### config.mk
export PLATFORM = sky130hd
export DESIGN_NAME = drlp_cfg_shadow
export DESIGN_NICKNAME = d
export VERILOG_FILES = /design/src/rtl/drlp_cfg_shadow.sv
export SDC_FILE = /design/constraint.sdc
export NUM_CORES = 1
export LEC_CHECK = 0
export ABC_AREA = 0
export CAP_MARGIN = 20
export CORE_ASPECT_RATIO = 1.1
export CORE_MARGIN = 3
export CORE_UTILIZATION = 45
export CTS_CLUSTER_DIAMETER = 50
export DETAILED_ROUTE_END_ITERATION = 7
export GPL_TIMING_DRIVEN = 0
export HOLD_SLACK_MARGIN = 0.05
export PLACE_DENSITY_LB_ADDON = 0.15
export SYNTH_ARGS = -nofsm -noshare
export SYNTH_HDL_FRONTEND = slang
export SYNTH_SLANG_ARGS = --single-unit
export TNS_END_PERCENT = 1
### constraint.sdc
create_clock -name i_clk -period 1.6 [get_ports i_clk]
set_clock_uncertainty 0.05 [all_clocks]
set_input_delay 0.32 -clock i_clk [delete_from_list [all_inputs] [get_ports i_clk]]
set_output_delay 0.32 -clock i_clk [all_outputs]
set_load 0.05 [all_outputs]
### src/rtl/drlp_cfg_shadow.sv
// drlp_cfg_shadow: double-buffered config bank with one-deep job queue and done/err status.
module drlp_cfg_shadow #(
  parameter int DATA_W  = 32,
  parameter int NUM_CFG = 6,
  parameter int ADDR_W  = 3
) (
  input  logic                      i_clk,
  input  logic                      i_rst_n,
  input  logic [DATA_W-1:0]         i_cfg,
  input  logic [ADDR_W-1:0]         i_addr,
  input  logic                      i_wr_en,
  input  logic                      i_rd_en,
  output logic [DATA_W-1:0]         o_rd_data,
  output logic                      o_rd_valid,
  input  logic                      i_done,
  output logic                      o_start,
  output logic                      o_busy,
  output logic                      o_pending,
  output logic [NUM_CFG*DATA_W-1:0] o_active
);
  typedef enum logic [1:0] {IDLE, RUN, PEND} state_t;
  localparam logic [ADDR_W-1:0] A_START = ADDR_W'(NUM_CFG);
  localparam logic [ADDR_W-1:0] A_STAT  = ADDR_W'(NUM_CFG + 1);
  state_t                    state_q, state_d;
  logic [NUM_CFG*DATA_W-1:0] shadow_q, shadow_d, active_q, active_d;
  logic [DATA_W-1:0]         rd_data_q, rd_data_d, status;
  logic [7:0]                cnt_q, cnt_d;
  logic                      done_q, done_d, err_q, err_d, start_q, rd_valid_q;
  logic                      wr_data, start_req, wr_stat, done_ok, commit;
  always_comb begin
    wr_data   = i_wr_en && i_addr < A_START;
    start_req = i_wr_en && i_addr == A_START && i_cfg[0];
    wr_stat   = i_wr_en && i_addr == A_STAT;
    done_ok   = i_done && state_q != IDLE;
    // A done in RUN frees the engine, so a same-cycle start commits straight away.
    commit    = (state_q == IDLE && start_req) || (state_q == PEND && i_done) ||
                (state_q == RUN && i_done && start_req);
    state_d   = state_q == IDLE ? (start_req ? RUN : IDLE) :
                state_q == RUN  ? (i_done ? (start_req ? RUN : IDLE) : (start_req ? PEND : RUN)) :
                (i_done ? RUN : PEND);
    err_d     = (state_q == PEND && (start_req || wr_data)) || (state_q == IDLE && i_done) ||
                (err_q && !(wr_stat && i_cfg[3]));
    done_d    = done_ok || (done_q && !(wr_stat && i_cfg[1]));
    cnt_d     = cnt_q + {7'd0, done_ok};
    active_d  = commit ? shadow_q : active_q;
    status    = '0;
    status[3:0]  = {err_q, state_q == PEND, done_q, state_q != IDLE};
    status[15:8] = cnt_q;
    shadow_d  = shadow_q;
    rd_data_d = i_addr == A_STAT ? status : '0;
    for (int r = 0; r < NUM_CFG; r++) begin
      if (wr_data && state_q != PEND && i_addr == ADDR_W'(r))
        shadow_d[r*DATA_W +: DATA_W] = i_cfg;
      if (i_addr == ADDR_W'(r))
        rd_data_d = shadow_q[r*DATA_W +: DATA_W];
    end
    rd_data_d = i_rd_en ? rd_data_d : rd_data_q;
  end
  always_ff @(posedge i_clk) begin
    if (!i_rst_n) begin
      state_q    <= IDLE;
      shadow_q   <= '0;
      active_q   <= '0;
      rd_data_q  <= '0;
      rd_valid_q <= 1'b0;
      cnt_q      <= '0;
      done_q     <= 1'b0;
      err_q      <= 1'b0;
      start_q    <= 1'b0;
    end else begin
      state_q    <= state_d;
      shadow_q   <= shadow_d;
      active_q   <= active_d;
      rd_data_q  <= rd_data_d;
      rd_valid_q <= i_rd_en;
      cnt_q      <= cnt_d;
      done_q     <= done_d;
      err_q      <= err_d;
      start_q    <= commit;
    end
  end
  assign o_rd_data  = rd_data_q;
  assign o_rd_valid = rd_valid_q;
  assign o_start    = start_q;
  assign o_busy     = state_q != IDLE;
  assign o_pending  = state_q == PEND;
  assign o_active   = active_q;
endmodule

Word level (Yosys, flattened, before mapping)
Index checks and enable logic that the tools add are counted.
{"block": "totals", "register_bits": 430, "inputBits": 40, "output_inout_bits": 228, "wordCells": 72}
{"block": "classes", "mux": 13, "n_reduce_logical": 33, "addsub": 1, "eq_ne": 10, "n_lt_le_gt_ge": 1}
{"op": "$mux W32", "n": 6}
{"op": "$logic_and A1 B1 Y1", "n": 22}
{"op": "$mux W16", "n": 1}
{"op": "$eq A3 B3 Y1 const B", "n": 4}
{"op": "$mux W2", "n": 5}
{"op": "$add A8 B1 Y8", "n": 1}
{"op": "$eq A3 B2 Y1 const B", "n": 2}
{"op": "$logic_or A1 B1 Y1", "n": 6}
{"op": "$eq A3 B1 Y1 const B", "n": 1}
{"op": "$logic_not A3 Y1", "n": 1}
{"op": "$lt A3 B3 Y1 const B", "n": 1}
{"op": "$eq A2 B1 Y1 const B", "n": 1}
{"op": "$eq A2 B2 Y1 const B", "n": 1}
{"op": "$logic_not A1 Y1", "n": 2}
{"op": "$logic_not A2 Y1", "n": 1}
{"op": "$ne A2 B2 Y1 const B", "n": 1}
{"op": "$reduce_bool A2 Y1", "n": 1}
{"op": "$mux W1", "n": 1}

Logic depth before layout (Yosys ltp)
Gate-level depths: netlist (run 1).
{"block": "depth", "ltp_word": 8, "mapped_depth": 8, "depth_no_buf": 7}

Worst setup path before layout (run 1)
OpenSTA, ideal clock, no wires.
{"block": "synth_path", "path_kind": "register to register", "startpoint": "register state_q[0]", "endpoint": "register shadow_q[65]", "n_path_buf": 3, "synth_period_minus_slack_ns": 1.736, "t_required_ns": 1.434, "setup_time_ns": 0.116, "path_slack_ns": -0.136, "path_stages_with_launch": 9, "t_arrival_ns": 1.569, "cell_sequence": "dfxtp_1 nand2b_1 buf_4 inv_4 or4_1 buf_2 buf_6 nand2_1 a21boi_1"}
{"block": "synth_between", "elab_chain_len": 3}
{"element": "start, declared", "line_no": "24", "text": "state_t state_q, state_d;"}
{"element": "start signal, assigned", "line_no": "71", "text": "state_q <= state_d;"}
{"element": "$ne A2 B2 Y1", "line_no": "52", "text": "if (wr_data && state_q != PEND && i_addr == ADDR_W'(r))"}
{"element": "$logic_and A1 B1 Y1 (2 in a row)", "line_no": "52"}
{"element": "end signal, assigned", "line_no": "72", "text": "shadow_q <= shadow_d;"}
{"element": "end, declared", "line_no": "25", "text": "logic [NUM_CFG*DATA_W-1:0] shadow_q, shadow_d, active_q, active_d;"}
No other way between the ends.
A chain may end at the register's enable or synchronous reset.

Worst setup path after layout (run 1)
{"block": "layout_path", "startpoint": "register state_q[0]", "endpoint": "output port o_pending"}
{"block": "layout_between", "elab_chain_len": 1}
{"element": "$eq A2 B2 Y1", "line_no": "86", "text": "assign o_pending = state_q == PEND;"}
{"element": "end, declared", "line_no": "18", "text": "output logic o_pending,"}
No other way between the ends.

==> summary.md, run 1 <==
| Metric | Value |
|---|---|
| Chip width | `a little under 200 um` |
| Post-Synth Simple-Gate Area | `between 20% and 30%` |
| Final hold violations | `0` |
| CP Launch Type | `flop` |
| Peak Freq | `approximately 560 MHz` |
| Antenna viol nets, final | `0` |
| CTS tree | `built` |
| CTS Sinks | `430` |
| Routed vias/inst | `around 5.4` |
| Post-synth top area share | `between 40% and 50%` |
| Cts hold-fix bufs | `0` |
| I/O pin cnt | `~270` |
| Post-synth EDFFs | `0` |
| Count of cell types in the netlist | `52` |
| Post-route minimum period | `1.80 ns` |
| NumNets Final | `2511` |
| Top_reg_cell synth | `dfxtp_1` |
| First-pass GRT wire length | `around 99000 um` |
| DRT Pass-1 Iters | `5` |
| Leak | `8.45 nW` |
| Total track usage | `between 30% and 40%` |
| Net count after synthesis | `~2200` |
| Mux cell area share after synthesis | `roughly an eighth` |
| Rows | `76` |
| Most instantiated cells after synthesis | `805 x nand2_1, 430 x dfxtp_1, 222 x mux2i_1` |
| Placed cell areas | `between 0.02 and 0.025 mm2` |
| Worst hold start | `i_cfg[0]` |
| Max Cap Viol | `0` |
| R2R Setup Slk | `-0.18 ns` |
| Crit end category | `output port` |
| Placed wire-length estimate | `a little over 50000 um` |
| Worst-Skew Late Latency | `around 0.58 ns` |
| # port buffers | `roughly 270` |
| Setup ws final | `-0.200 ns` |
| Peak supply drop | `just over 0.7 mV` |
| XOR/XNOR share of the synthesized area | `less than 1%` |
| Post-route cell area | `between 0.02 and 0.025 mm2` |
| Core area | `just under 0.04 mm2` |
| Total power | `around 24 mW` |
| Layout cells sized above 1 | `a little under a fifth` |
| Tightest Pin Transition | `1.05 ns` |
| Worst slew margin | `30.1%` |
| FF-to-FF End | `shadow_q[83]$_SDFFE_PN0P_` |
| Req. time, crit path | `1.23 ns` |
| Full die area | `between 0.04 and 0.05 mm2` |
| Final Max Tran Viols | `0` |
| Number of cells produced by synthesis | `around 2100` |
| Residual DRC | `0` |
| Setup tns final | `-23.21 ns` |
| Synth Area in Compound Gates | `13.8%` |
| Status | `complete, but fails checks` |
| Detailed Route Iter0 Violations | `between 1000 and 1500` |
| Flops & latches, synth | `430` |
| Initial antenna violation count | `4` |
| Worst Hold Class | `in2reg` |
| Most numerous cell in the Yosys netlist | `nand2_1` |
| Wire per inst | `around 22 um` |
| Register clock-pin slew on the reported worst setup and hold paths | `roughly 0.070 ns` |
| Most used routing layer | `met2` |
| Crit Path Category | `reg2out` |
| Vias in the first global route | `approximately 16000` |
| Period utilisation layout | `113%` |
| Critical path arrival | `approximately 1.4 ns` |
| Reg2Reg Launch Point | `state_q[0]$_SDFF_PN0_` |
| Largest family of logic cells by synthesized area | `simple AND/OR/NAND/NOR gates` |
| Clock Path Buffers | `3` |
| Gpl congestion | `between 0.9 and 1` |
| RSZ-0062 raised after global routing | `yes` |
| GR Util met2 | `between 40% and 50%` |
| Pin count of the biggest net entering global routing | `20` |
| Drt total wl | `66900 um` |
| CTS Root Cell | `clkbuf_16` |
| Sequential-to-total area share from yosys stat | `between 40% and 50%` |
| Critical Path Fanout Max | `7` |
| Worst hold stages | `3` |
| Cell area after synthesis | `around 0.018 mm2` |
| Area leader, netlist | `dfxtp_1` |
| Asr flop ratio synth | `0%` |
| Met3 Use GR | `under 10%` |
| Avg Inst Size Synth | `between 8 and 9 um2` |
| GRT met1 Usage | `40.4%` |
| Pwr dens | `around 1000 mW/mm2` |
| Failing checks | `setup timing` |
| Area Overhead vs Synth | `24.8%` |
| CTS H-Tree Depth | `2` |
| Adder-Cell Fraction of Synth Area | `0.260%` |
| Vias post-DR | `16300` |
| Synth Warn # | `0` |
| Die Height | `about 220 um` |
| Min-Delay Endpoint | `shadow_q[96]$_SDFFE_PN0P_` |
| Grt ovf | `0` |
| Reg2reg path depth | `7` |
| Num CTS Buffers | `between 40 and 50` |
| Largest cells by area after synthesis | `dfxtp_1 47%, nand2_1 17%, mux2i_1 12%, a21boi_0 6.1%, clkbuf_1 2.2%` |
| Initial Util | `a little under half` |
| Final setup viols | `approximately 290` |
| Crit path from | `state_q[0]$_SDFF_PN0_` |
-- registers in the layout (all words and copies together) (netlist names) --
register / cells
cnt_q: 8
done_q: 1
err_q: 1
o_active: 192
o_rd_data: 32
o_rd_valid: 1
o_start: 1
shadow_q: 192
state_q: 2
-- worst max-delay path: stages, from the launching register on --
cell and delay, ns:
dfxtp_4 0.38, nand2b_4 0.23, inv_12 0.12, buf_12 0.14
-- worst max-delay path by stage --
stage | to | cells after the start
4_1_cts | o_pending | 3
3_5_place_dp | o_active[94]$_SDFFE_PN0P_ | 8
6_report | o_pending | 3
3_3_place_gp | o_active[93]$_SDFFE_PN0P_ | 8
5_1_grt | o_pending | 3
2_1_floorplan | shadow_q[68]$_SDFFE_PN0P_ | 8
-- cell usage in the layout (no fill, tap or decap), drive strengths merged, types with 3 or more instances in the layout --
cell / instances
nand2: 805
mux2: 11
a21oi: 26
clkinvlp: 5
nand2b: 8
a21boi: 194
o311ai: 10
clkdlybuf4s50: 32
nor2b: 4
o21ai: 62
a32o: 10
clkbuf: 212
nand3: 20
nor3b: 10
and3: 5
nor4bb: 10
o21a: 12
nor2: 17
clkdlybuf4s15: 3
xnor2: 4
bufinv: 3
mux2i: 222
clkinv: 6
o221ai: 21
dfxtp: 430
a211o: 10
nor3: 13
inv: 31
ha: 3
and2: 9
buf: 271
-- area by class of cell --
cell class / count / area, um2
Clock buffer: 67 / 1340
Timing Repair Buffer: 279 / 1890
Inverter: 28 / 118
Clock inverter: 17 / 199
Antenna cell: 2 / 5.00
Tap cell: 507 / 634
Fill cell: 3689 / 16900
Sequential cell: 430 / 8620
Buffer: 174 / 1240
Multi-Input combinational cell: 1508 / 8760
-- metal layers --
metal  part of all wire (%)  vias up
met5                  0.019        -
met4                    3.2        2
met3                    7.7      124
met2                     46      628
met1                     43     7779
li1                       -     7789
-- kinds of logic after synthesis --
family          count (synthesis)
compound gates                353
xor+xnor                        6
fa+ha+maj                       4
buf+inv                       204
flops                         430
mux                           233
simple gates                  911
-- power breakdown --
group,switching (mW),total [mW],internal [mW],leakage [nW]
Combinational,1.24,1.85,0.604,4.23
Sequential,0.160,11.0,10.9,3.48
Clock,4.54,10.9,6.34,0.738
Total,5.95,23.7,17.8,8.45
-- metrics by stage --
stage / cells / worst slack, ns / hold slack [ns] / utilization, %
floorplan: 2141 / -0.0565 / 0.393 / -
global placement: 2913 / -1.17 / 0.394 / 54.5
detailed placement: 2913 / -1.19 / 0.396 / 54.5
CTS: 3004 / -0.199 / 0.232 / 58.1
global route: 3012 / -0.213 / 0.128 / 57.5
finish: 3012 / -0.200 / 0.131 / 57.5
-- timing repair --
action / in CTS / in global routing
buffers inserted: 5 / 5
gates cloned: 4 / 1
endpoints found under the setup margin: 645 / 514
pin swaps: 3 / 7
resized for setup: 1044 / 389
Note: power is estimated with default switching activity, not from simulation.
==> run 2, diff against run 1 <==
==> constraint.sdc (replaced) <==
create_clock -name i_clk -period 2 [get_ports i_clk]
set_clock_uncertainty 0.05 [all_clocks]
set_input_delay 0.4 -clock i_clk [delete_from_list [all_inputs] [get_ports i_clk]]
set_output_delay 0.4 -clock i_clk [all_outputs]
set_load 0.05 [all_outputs]
==> summary.md, run 2 (synthesis gave the netlist of run 1 again) <==
| Metric | Value |
|---|---|
| Slowest cell on crit path | `clkdlybuf4s50_1` |
| Layout cells sized above 1 | `under 10%` |
| Rows | `76` |
| Period utilisation layout | `between 90 and 100%` |
| Critical path arrival | `between 2 and 2.5 ns` |
| Critical path's top delay family | `buffers and inverters` |
| Wire per inst | `about 22 um` |
| # port buffers | `roughly 270` |
| Reg2Reg Launch Point | `state_q[0]$_SDFF_PN0_` |
| Residual DRC | `0` |
| Tightest Pin Transition | `roughly 1.2 ns` |
| CTS H-Tree Depth | `2` |
| Area Overhead vs Synth | `26.0%` |
| FF-to-FF End | `shadow_q[142]$_SDFFE_PN0P_` |
| Worst-Skew Late Latency | `about 0.57 ns` |
| I/O pin cnt | `~270` |
| DRT Pass-1 Iters | `6` |
| Cell-by-cell listing of the critical path | `clkdlybuf4s50_1, inv_1, maj3_1, a21oi_4, buf_12, buf_12, buf_6, mux2i_1` |
| CTS Root Cell | `clkbuf_16` |
| Leak | `~8.8 nW` |
| First-pass GRT wire length | `between 90000 and 100000 um` |
| Register clock-pin slew on the reported worst setup and hold paths | `roughly 0.070 ns` |
| Power share of the sequential group | `a little under half` |
| Final setup viols | `0` |
| Footprint of the multi-input gates | `0.00869 mm2` |
| Switching power | `between 4 and 5 mW` |
| Crit-path most repeated cell | `buf_12` |
| Clock Path Buffers | `3` |
| Detailed Route Iter0 Violations | `between 1500 and 2000` |
| CTS Sinks | `430` |
| Status | `completed` |
| Final hold violations | `0` |
| Core area | `between 0.03 and 0.04 mm2` |
| Chip width | `around 200 um` |
| Full die area | `about 0.043 mm2` |
| Crit path buf inv count | `5` |
| Initial antenna violation count | `2` |
| Vias post-DR | `about 16000` |
| Routed vias/inst | `around 5.4` |
| Drt total wl | `66000 um` |
| Worst Hold Class | `in2reg` |
| Initial Util | `46.1%` |
| Worst hold stages | `3` |
| Die Height | `approximately 220 um` |
| Grt ovf | `0` |
| CTS tree | `built` |
| Pwr dens | `about 830 mW/mm2` |
| Reg area | `approximately 0.0086 mm2` |
| Critical Path Fanout Max | `10` |
| CP Launch Type | `input pin` |
| NumNets Final | `around 2500` |
| Placed cell areas | `about 0.022 mm2` |
| R2R Setup Slk | `approximately 0.08 ns` |
| Final Max Tran Viols | `0` |
| Most frequent cells in the layout | `805 x nand2_1, 428 x dfxtp_1, 221 x mux2i_1` |
| Setup tns final | `0 ns` |
| Commonest non-fill, non-tap cell in the layout | `nand2_1` |
| Post-route cell area | `0.0230 mm2` |
| Vias in the first global route | `about 16000` |
| Crit end category | `flop` |
| Pin count of the biggest net entering global routing | `16` |
| Num CTS Buffers | `45` |
| Peak supply drop | `0.574 mV` |
| Max Cap Viol | `0` |
| Placed wire-length estimate | `just over 50000 um` |
| Clk pwr share | `between 40% and 50%` |
| Req. time, crit path | `2.45 ns` |
| Peak Freq | `approximately 500 MHz` |
| Worst hold start | `i_cfg[0]` |
| Int Power | `between 10 and 15 mW` |
| Max incr delay on CP | `around 0.56 ns` |
| Filler instances | `3646` |
| Total track usage | `around 30%` |
| RSZ-0062 raised after global routing | `yes` |
| Min-Delay Endpoint | `shadow_q[128]$_SDFFE_PN0P_` |
| Post-route minimum period | `1.99 ns` |
| Worst slew margin | `23.1%` |
| Sw Share | `24.1%` |
| Crit Path Category | `in2reg` |
| Antenna viol nets, final | `0` |
| Gpl congestion | `roughly 0.95` |
| Combinational Power Share | `under 10%` |
| Reg2reg path depth | `6` |
run 2: cell count changes in the layout (fill, tap and decap cells not counted), sizes merged:
| cell | previous run | this run |
|---|---|---|
| clkdlybuf4s15 | 3 | 12 |
| bufinv | 3 | 9 |
| clkinv | 6 | 7 |
| clkinvlp | 5 | 1 |
| dlygate4sd2 | 2 | 212 |
| dlymetal6s2s | 0 | 3 |
| nand2b | 8 | 7 |
| clkdlybuf4s50 | 32 | 33 |
| clkbuf | 212 | 166 |
| buf | 271 | 72 |
run 2: worst register-to-register path, cell delays in order (launching register included):
cell and delay, ns:
dfxtp_2 0.35, nand2b_4 0.15, buf_6 0.15, nand4_1 0.26, clkbuf_1 0.53, nand2_1 0.15
a21boi_0 0.20
run 2: metrics by stage:
step,power (mW),setup WS (ns),util (%),std cells,hold WS (ns)
after floorplan,9.75,0.253,-,2141,0.393
after global placement,10.4,-0.901,54.4,2913,0.394
after detailed placement,10.4,-0.903,54.4,2913,0.397
after CTS,19.2,-0.222,57.7,2987,0.317
after global routing,19.7,-0.0517,58.1,2992,0.253
final,19.2,0.0131,58.1,2992,0.258
run 2: per-layer routing:
metal | track usage [%] | share of wire, % | vias up
met5 | 0 | 0 | -
met4 | 10.1 | 3.2 | 0
met3 | 4.29 | 7.4 | 123
met2 | 47.6 | 45 | 653
met1 | 41.2 | 44 | 7785
li1 | - | - | 7734
run 2: power groups by stage:
stage,clock (mW),sequential [mW],combinational (mW)
after floorplan,0,9.06,0.695
after global placement,0,8.99,1.38
after detailed placement,0,8.99,1.39
after CTS,9.05,8.80,1.38
after global routing,9.38,8.81,1.50
final,8.95,8.81,1.42
run 2: worst max-delay path by stage:
stage | slack [ns] | from | cells after the start | to
floorplan | 0.25 | i_addr[1] | 7 | o_active[100]$_SDFFE_PN0P_
global placement | -0.90 | i_addr[1] | 8 | o_active[183]$_SDFFE_PN0P_
detailed placement | -0.90 | i_addr[1] | 8 | o_active[188]$_SDFFE_PN0P_
CTS | -0.22 | i_addr[1] | 8 | o_active[188]$_SDFFE_PN0P_
global route | -0.05 | i_addr[0] | 8 | o_rd_data[11]$_SDFFE_PN0P_
finish | 0.01 | i_done | 8 | o_active[146]$_SDFFE_PN0P_
run 2: timing repair:
item                                    4_1_cts  5_1_grt
setup buffers                                 0        2
endpoints found under the setup margin      487      351
pin swaps                                     1        2
cloned                                        0        1
hold buffers                                  0        0
resized for setup                           259       49
run 2: layout make-up:
type | instances | area share, %
multi-input cells | 1507 | 37.8
flip-flops and latches | 430 | 37.4
repair buffers | 268 | 10.6
clock buffers | 54 | 5.21
plain buffers | 176 | 4.21
well taps | 507 | 2.75
clock inverters | 20 | 1.58
inverters | 28 | 0.489
diodes | 2 | 0.0217
